[config.mk]
export PLATFORM = sky130hd
export DESIGN_NAME = coin_input_ctrl
export DESIGN_NICKNAME = d
export VERILOG_FILES = /design/src/rtl/coin_input_ctrl.sv
export SDC_FILE = /design/constraint.sdc
export NUM_CORES = 1
export LEC_CHECK = 0
export CORE_MARGIN = 5
export CORE_UTILIZATION = 60
export DETAILED_ROUTE_END_ITERATION = 12
export GPL_TIMING_DRIVEN = 0
export PLACE_DENSITY_LB_ADDON = 0.08
export SLEW_MARGIN = 0
export SYNTH_ARGS = -nofsm -noshare
export SYNTH_HDL_FRONTEND = slang
export SYNTH_SLANG_ARGS = --single-unit
[constraint.sdc]
create_clock -name clk -period 6.75 [get_ports clk]
set_clock_uncertainty 0.05 [all_clocks]
set_input_delay 1.35 -clock clk [delete_from_list [all_inputs] [get_ports clk]]
set_output_delay 1.35 -clock clk [all_outputs]
set_load 0.01 [all_outputs]
[src/rtl/coin_input_ctrl.sv]
// Coin sensor front end: synchronize, debounce and encode two coin lines into
// single-cycle coin codes with jam detection. Optional COIN_TOTAL_EN adds a running credit total.
module coin_input_ctrl #(
  parameter int DEBOUNCE_CYCLES = 16,
  parameter int JAM_CYCLES      = 1000
) (
  input  logic       clk,
  input  logic       rst_n,
  input  logic       coin5_raw,
  input  logic       coin10_raw,
`ifdef COIN_TOTAL_EN
  input  logic       clr_total,
  output logic [7:0] total_jiao,
`endif
  output logic [1:0] coin_code,
  output logic       jam
);

  typedef enum logic [2:0] {IDLE, DEB, EMIT, WAIT_REL, JAM} state_t;

  localparam logic [15:0] DEB_LAST = 16'(DEBOUNCE_CYCLES - 1);
  localparam logic [15:0] JAM_LAST = 16'(JAM_CYCLES - 1);

  state_t      state;
  logic [15:0] db_cnt, jam_cnt;
  logic        s5_m, s5, s10_m, s10;
  logic        sel_ten;
  logic        sel_hi, other_hi, any_hi;

  always_ff @(posedge clk or negedge rst_n) begin
    if (!rst_n) begin
      s5_m  <= 1'b0;
      s5    <= 1'b0;
      s10_m <= 1'b0;
      s10   <= 1'b0;
    end else begin
      s5_m  <= coin5_raw;
      s5    <= s5_m;
      s10_m <= coin10_raw;
      s10   <= s10_m;
    end
  end

  assign sel_hi   = sel_ten ? s10 : s5;
  assign other_hi = sel_ten ? s5 : s10;
  assign any_hi   = s5 | s10;

  // Reset lands in WAIT_REL so a coin held across reset must be released first.
  always_ff @(posedge clk or negedge rst_n) begin
    if (!rst_n) begin
      state     <= WAIT_REL;
      db_cnt    <= '0;
      jam_cnt   <= '0;
      sel_ten   <= 1'b0;
      coin_code <= 2'b00;
      jam       <= 1'b0;
    end else begin
      coin_code <= 2'b00;
      case (state)
        IDLE: begin
          if (s5 ^ s10) begin
            sel_ten <= s10;
            db_cnt  <= '0;
            state   <= DEB;
          end else if (s5 && s10) begin
            db_cnt <= '0;
            state  <= WAIT_REL;
          end
        end
        DEB: begin
          if (sel_hi && !other_hi) begin
            if (db_cnt == DEB_LAST) begin
              state     <= EMIT;
              coin_code <= sel_ten ? 2'b10 : 2'b01;
            end else begin
              db_cnt <= db_cnt + 16'd1;
            end
          end else begin
            state <= IDLE;
          end
        end
        EMIT: begin
          state   <= WAIT_REL;
          db_cnt  <= '0;
          jam_cnt <= '0;
        end
        WAIT_REL: begin
          if (!any_hi) begin
            if (db_cnt == DEB_LAST) begin
              state  <= IDLE;
              db_cnt <= '0;
            end else begin
              db_cnt <= db_cnt + 16'd1;
            end
          end else begin
            db_cnt <= '0;
            if (jam_cnt == JAM_LAST) begin
              state <= JAM;
              jam   <= 1'b1;
            end else begin
              jam_cnt <= jam_cnt + 16'd1;
            end
          end
        end
        JAM: begin
          if (!any_hi) begin
            if (db_cnt == DEB_LAST) begin
              state  <= IDLE;
              jam    <= 1'b0;
              db_cnt <= '0;
            end else begin
              db_cnt <= db_cnt + 16'd1;
            end
          end else begin
            db_cnt <= '0;
          end
        end
        default: state <= WAIT_REL;
      endcase
    end
  end

`ifdef COIN_TOTAL_EN
  logic [8:0] sum;
  assign sum = {1'b0, total_jiao} + (sel_ten ? 9'd10 : 9'd5);

  // Clear wins over a same-cycle credit; credit saturates at 255 jiao.
  always_ff @(posedge clk or negedge rst_n) begin
    if (!rst_n)
      total_jiao <= 8'd0;
    else if (clr_total)
      total_jiao <= 8'd0;
    else if (state == EMIT)
      total_jiao <= sum[8] ? 8'hFF : sum[7:0];
  end
`endif

endmodule
==> reports/metrics.yaml, run 1 <==
post_drt_wl_per_cell_um: 14.78
yosysTopAreaCell: "dfrtp_1"
synth-warning-count: 0
yosysSeqAreaShare_pct: 47.39
period_share_pct: 38.73
tightest_slew_ps: 502.7
max-slew-margin-rel_pct: 66.49
synth-main-ff-cell: "dfrtp_1"
port_buffers: 6
gp_congestion: 0.8248
finalSetupTns_ps: 0
finalHoldViolations: 0
drt-initial-drc-count: 174
grt_max_degree: 25
grt_pass1_vias: 1736
max_stage_delay_ps: 550
numCtsBuffers: 5
grt_use_total_pct: 18.91
path_class: "reg2out"
ios: 7
cp-start-kind: "register"
start_util_pct: 62.17
syn_area_mm2: 0.002276
drc: 0
cts_resized: 0
synth.top_cells.by_area: "dfrtp_1 45%, xor2_1 4.2%, nor2_1 4.0%"
async_reset_ff_share_pct: 100.0
path_clk_slew_ps: 80
syn_area_per_cell_um2: 9.444
num_vias: 1868
syn_to_final_growth_pct: 10.67
syn_nets: 248
ant_nets: 0
die_w_um: 71.59
synth.distinct_cells: 45
synth_edf_count: 0
p_per_area_mw_per_mm2: 280.0
grt_first_pass_wirelength_um: 7797
first_pass_iters: 4
die_y_um: 71.59
dp_hpwl_um: 3127
rows: 22
htree_num_levels: 2
slowest_stage: "clkdlybuf4s50_1"
coreArea_mm2: 0.003661
end_kind: "output pin"
vdd.ir_drop.worst_uv: 155.8
dieArea_mm2: 0.005125
yosysTopAreaCellShare_pct: 45.08
layout-drive-gt1-share_pct: 7.422
crit_fanout: 3
min_period_ps: 2614
cp_data_arrival_time_ps: 1210
worstPathRequired_ps: 5350
nNetsFinal: 262
clk_latency_ps: 290
cts_root_buf: "clkbuf_8"
cts.sink_count: 43
antenna_found_initial: 0
ys_seq_elements: 43
min_path_type: "reg2reg"
holdWs_ps: 310.0
max_freq_mhz: 382.5
rsz0062_at_grt: "no"
clockBufferDepth: 2
cts_tree: "yes"
max-cap-violations: 0
cts_setup_buffers: 0
overflow: 0
worst-path-buf-inv: 1
antenna_cells: 0
cts_hold_buffers: 0
vias_per_cell: 6.145
wirelength_um: 4492
p_leak_uw: 0.001074
outcome: "completed"
drv_slew: 0
syn_inst: 241
finalSetupViolCount: 0
path_cells: "clkdlybuf4s50_1"
critPathTopFamily: "buffers and inverters"
## layout by cell type, fill, tap and decap left out, types with 2 or more instances in the layout
| cell type | netlist | final |
|---|---|---|
| ha_1 | 3 | 3 |
| dfstp_2 | 2 | 2 |
| a22o_1 | 3 | 3 |
| nand3b_1 | 2 | 2 |
| nand3_1 | 14 | 14 |
| and3_1 | 9 | 9 |
| inv_1 | 6 | 6 |
| nand2_1 | 12 | 12 |
| a31oi_1 | 3 | 3 |
| nor2b_1 | 3 | 3 |
| o21bai_1 | 3 | 3 |
| and3b_1 | 2 | 2 |
| nand2b_1 | 3 | 3 |
| nor4bb_1 | 3 | 3 |
| clkdlybuf4s50_1 | 0 | 5 |
| or3_1 | 6 | 6 |
| clkbuf_8 | 0 | 7 |
| o31ai_1 | 8 | 8 |
| buf_2 | 2 | 3 |
| nor2_1 | 24 | 24 |
| nor3_1 | 6 | 6 |
| nand4_1 | 9 | 9 |
| o21ai_0 | 13 | 13 |
| a21oi_1 | 14 | 14 |
| nor4_1 | 3 | 3 |
| a211oi_1 | 2 | 2 |
| clkbuf_1 | 10 | 11 |
| dfrtp_1 | 41 | 41 |
| xor2_1 | 11 | 11 |
| or4_1 | 5 | 5 |
| and4_1 | 3 | 3 |
## flip-flops by register name, summed over array words and instances (netlist names), 2 cells and up
signal / cells
db_cnt: 16
state: 3
coin_code: 2
jam_cnt: 16
## power by group
group / switching (uW) / total, uW / internal [uW] / leakage, uW
clock network: 83.1 / 176 / 93.4 / 0.0000515
logic: 143 / 221 / 78.1 / 0.000444
registers: 22.7 / 308 / 285 / 0.000579
total: 249 / 705 / 456 / 0.00107
## synth_stat cells (2+ instances only)
library cell	instances
and4_1	3
or3_1	6
o21bai_1	3
a22o_1	3
a31oi_1	3
a211oi_1	2
dfrtp_1	41
inv_1	6
and3b_1	2
nor4_1	3
nor2_1	24
nor4bb_1	3
nand4_1	9
ha_1	3
o21ai_0	13
o31ai_1	8
nand2_1	12
nand3_1	14
a21oi_1	14
nor3_1	6
dfstp_2	2
xor2_1	11
nand3b_1	2
or4_1	5
nand2b_1	3
clkbuf_1	10
and3_1	9
buf_2	2
nor2b_1	3
## worst register-to-register path, stage by stage, from the launching register on
cell and delay [ps]:
dfstp_2 550, clkbuf_1 300, nor4bb_1 240, clkbuf_1 350, nand2_1 280, or3_1 400, a21oi_1 130
## per-stage QoR
stage | utilization [%] | worst slack (ps) | total power, uW | cell area, um2 | std cells
CTS | 68.80 | 4105 | 710.6 | 2519 | 304
global placement | 65.45 | 3215 | 527.2 | 2396 | 295
global route | 68.80 | 4080 | 751.7 | 2519 | 304
finish | 68.80 | 4136 | 705.1 | 2519 | 304
detailed placement | 66.06 | 4379 | 532.2 | 2419 | 296
floorplan | - | 4511 | 471.9 | 2276 | 241
## final timing paths
kind	from	depth (start not counted)	slack, ps	end
worst max-delay path	jam	1	4140	jam
worst min-delay path	s10_m	0	310	s10
worst max register to register	state[0]	6	4380	jam_cnt[4]
worst min register to register	s10_m	0	310	s10
max in group asynchronous	rst_n	2	5120	state[0]
min in group asynchronous	rst_n	1	970	db_cnt[12]
## routing by layer
metal,routed length (um),track usage (%),vias up
met1,2122,25.36,900
met2,2150,30.20,45
met4,22,6.681,0
li1,-,-,921
met3,198,4.208,2
met5,0,0,-
## cell families (layout without fill, tap and decap cells)
family	Yosys count	in the layout	synth area share, %
xor+xnor	12	12	4.618
simple gates	111	111	27.65
mux	1	1	0.4947
fa+ha+maj	3	3	1.649
compound gates	52	52	14.62
flops	43	43	47.39
buf+inv	19	34	3.573
## layout make-up
| type | instances | area, um2 |
|---|---|---|
| multi-input cells | 179 | 1116 |
| flip-flops and latches | 43 | 1079 |
| well taps | 48 | 60.06 |
| clock buffers | 8 | 100.1 |
| fillers | 291 | 1142 |
| repair buffers | 7 | 82.58 |
| plain buffers | 13 | 58.81 |
| inverters | 6 | 22.52 |
(Power assumes the default switching activity.)
==> run 2, diff against run 1 <==
==> constraint.sdc (replaced) <==
create_clock -name clk -period 2.65 [get_ports clk]
set_clock_uncertainty 0.05 [all_clocks]
set_input_delay 0.53 -clock clk [delete_from_list [all_inputs] [get_ports clk]]
set_output_delay 0.53 -clock clk [all_outputs]
set_load 0.01 [all_outputs]
==> results of run 2 <==
Same layout as run 1 (identical final DEF). Status: completed.
Main changes from that run: setup slack after placement 4379 ps -> 278.6 ps; setup slack after layout 4136 ps -> 276.8 ps; hold slack 310.0 ps -> 147.9 ps; start point of the critical path jam -> state[0]; end point of the critical path jam -> jam_cnt[4]; register-to-register setup slack 4380 ps -> 280 ps; total power 705.1 uW -> 1796 uW; worst IR drop on VDD 155.8 uV -> 396.9 uV
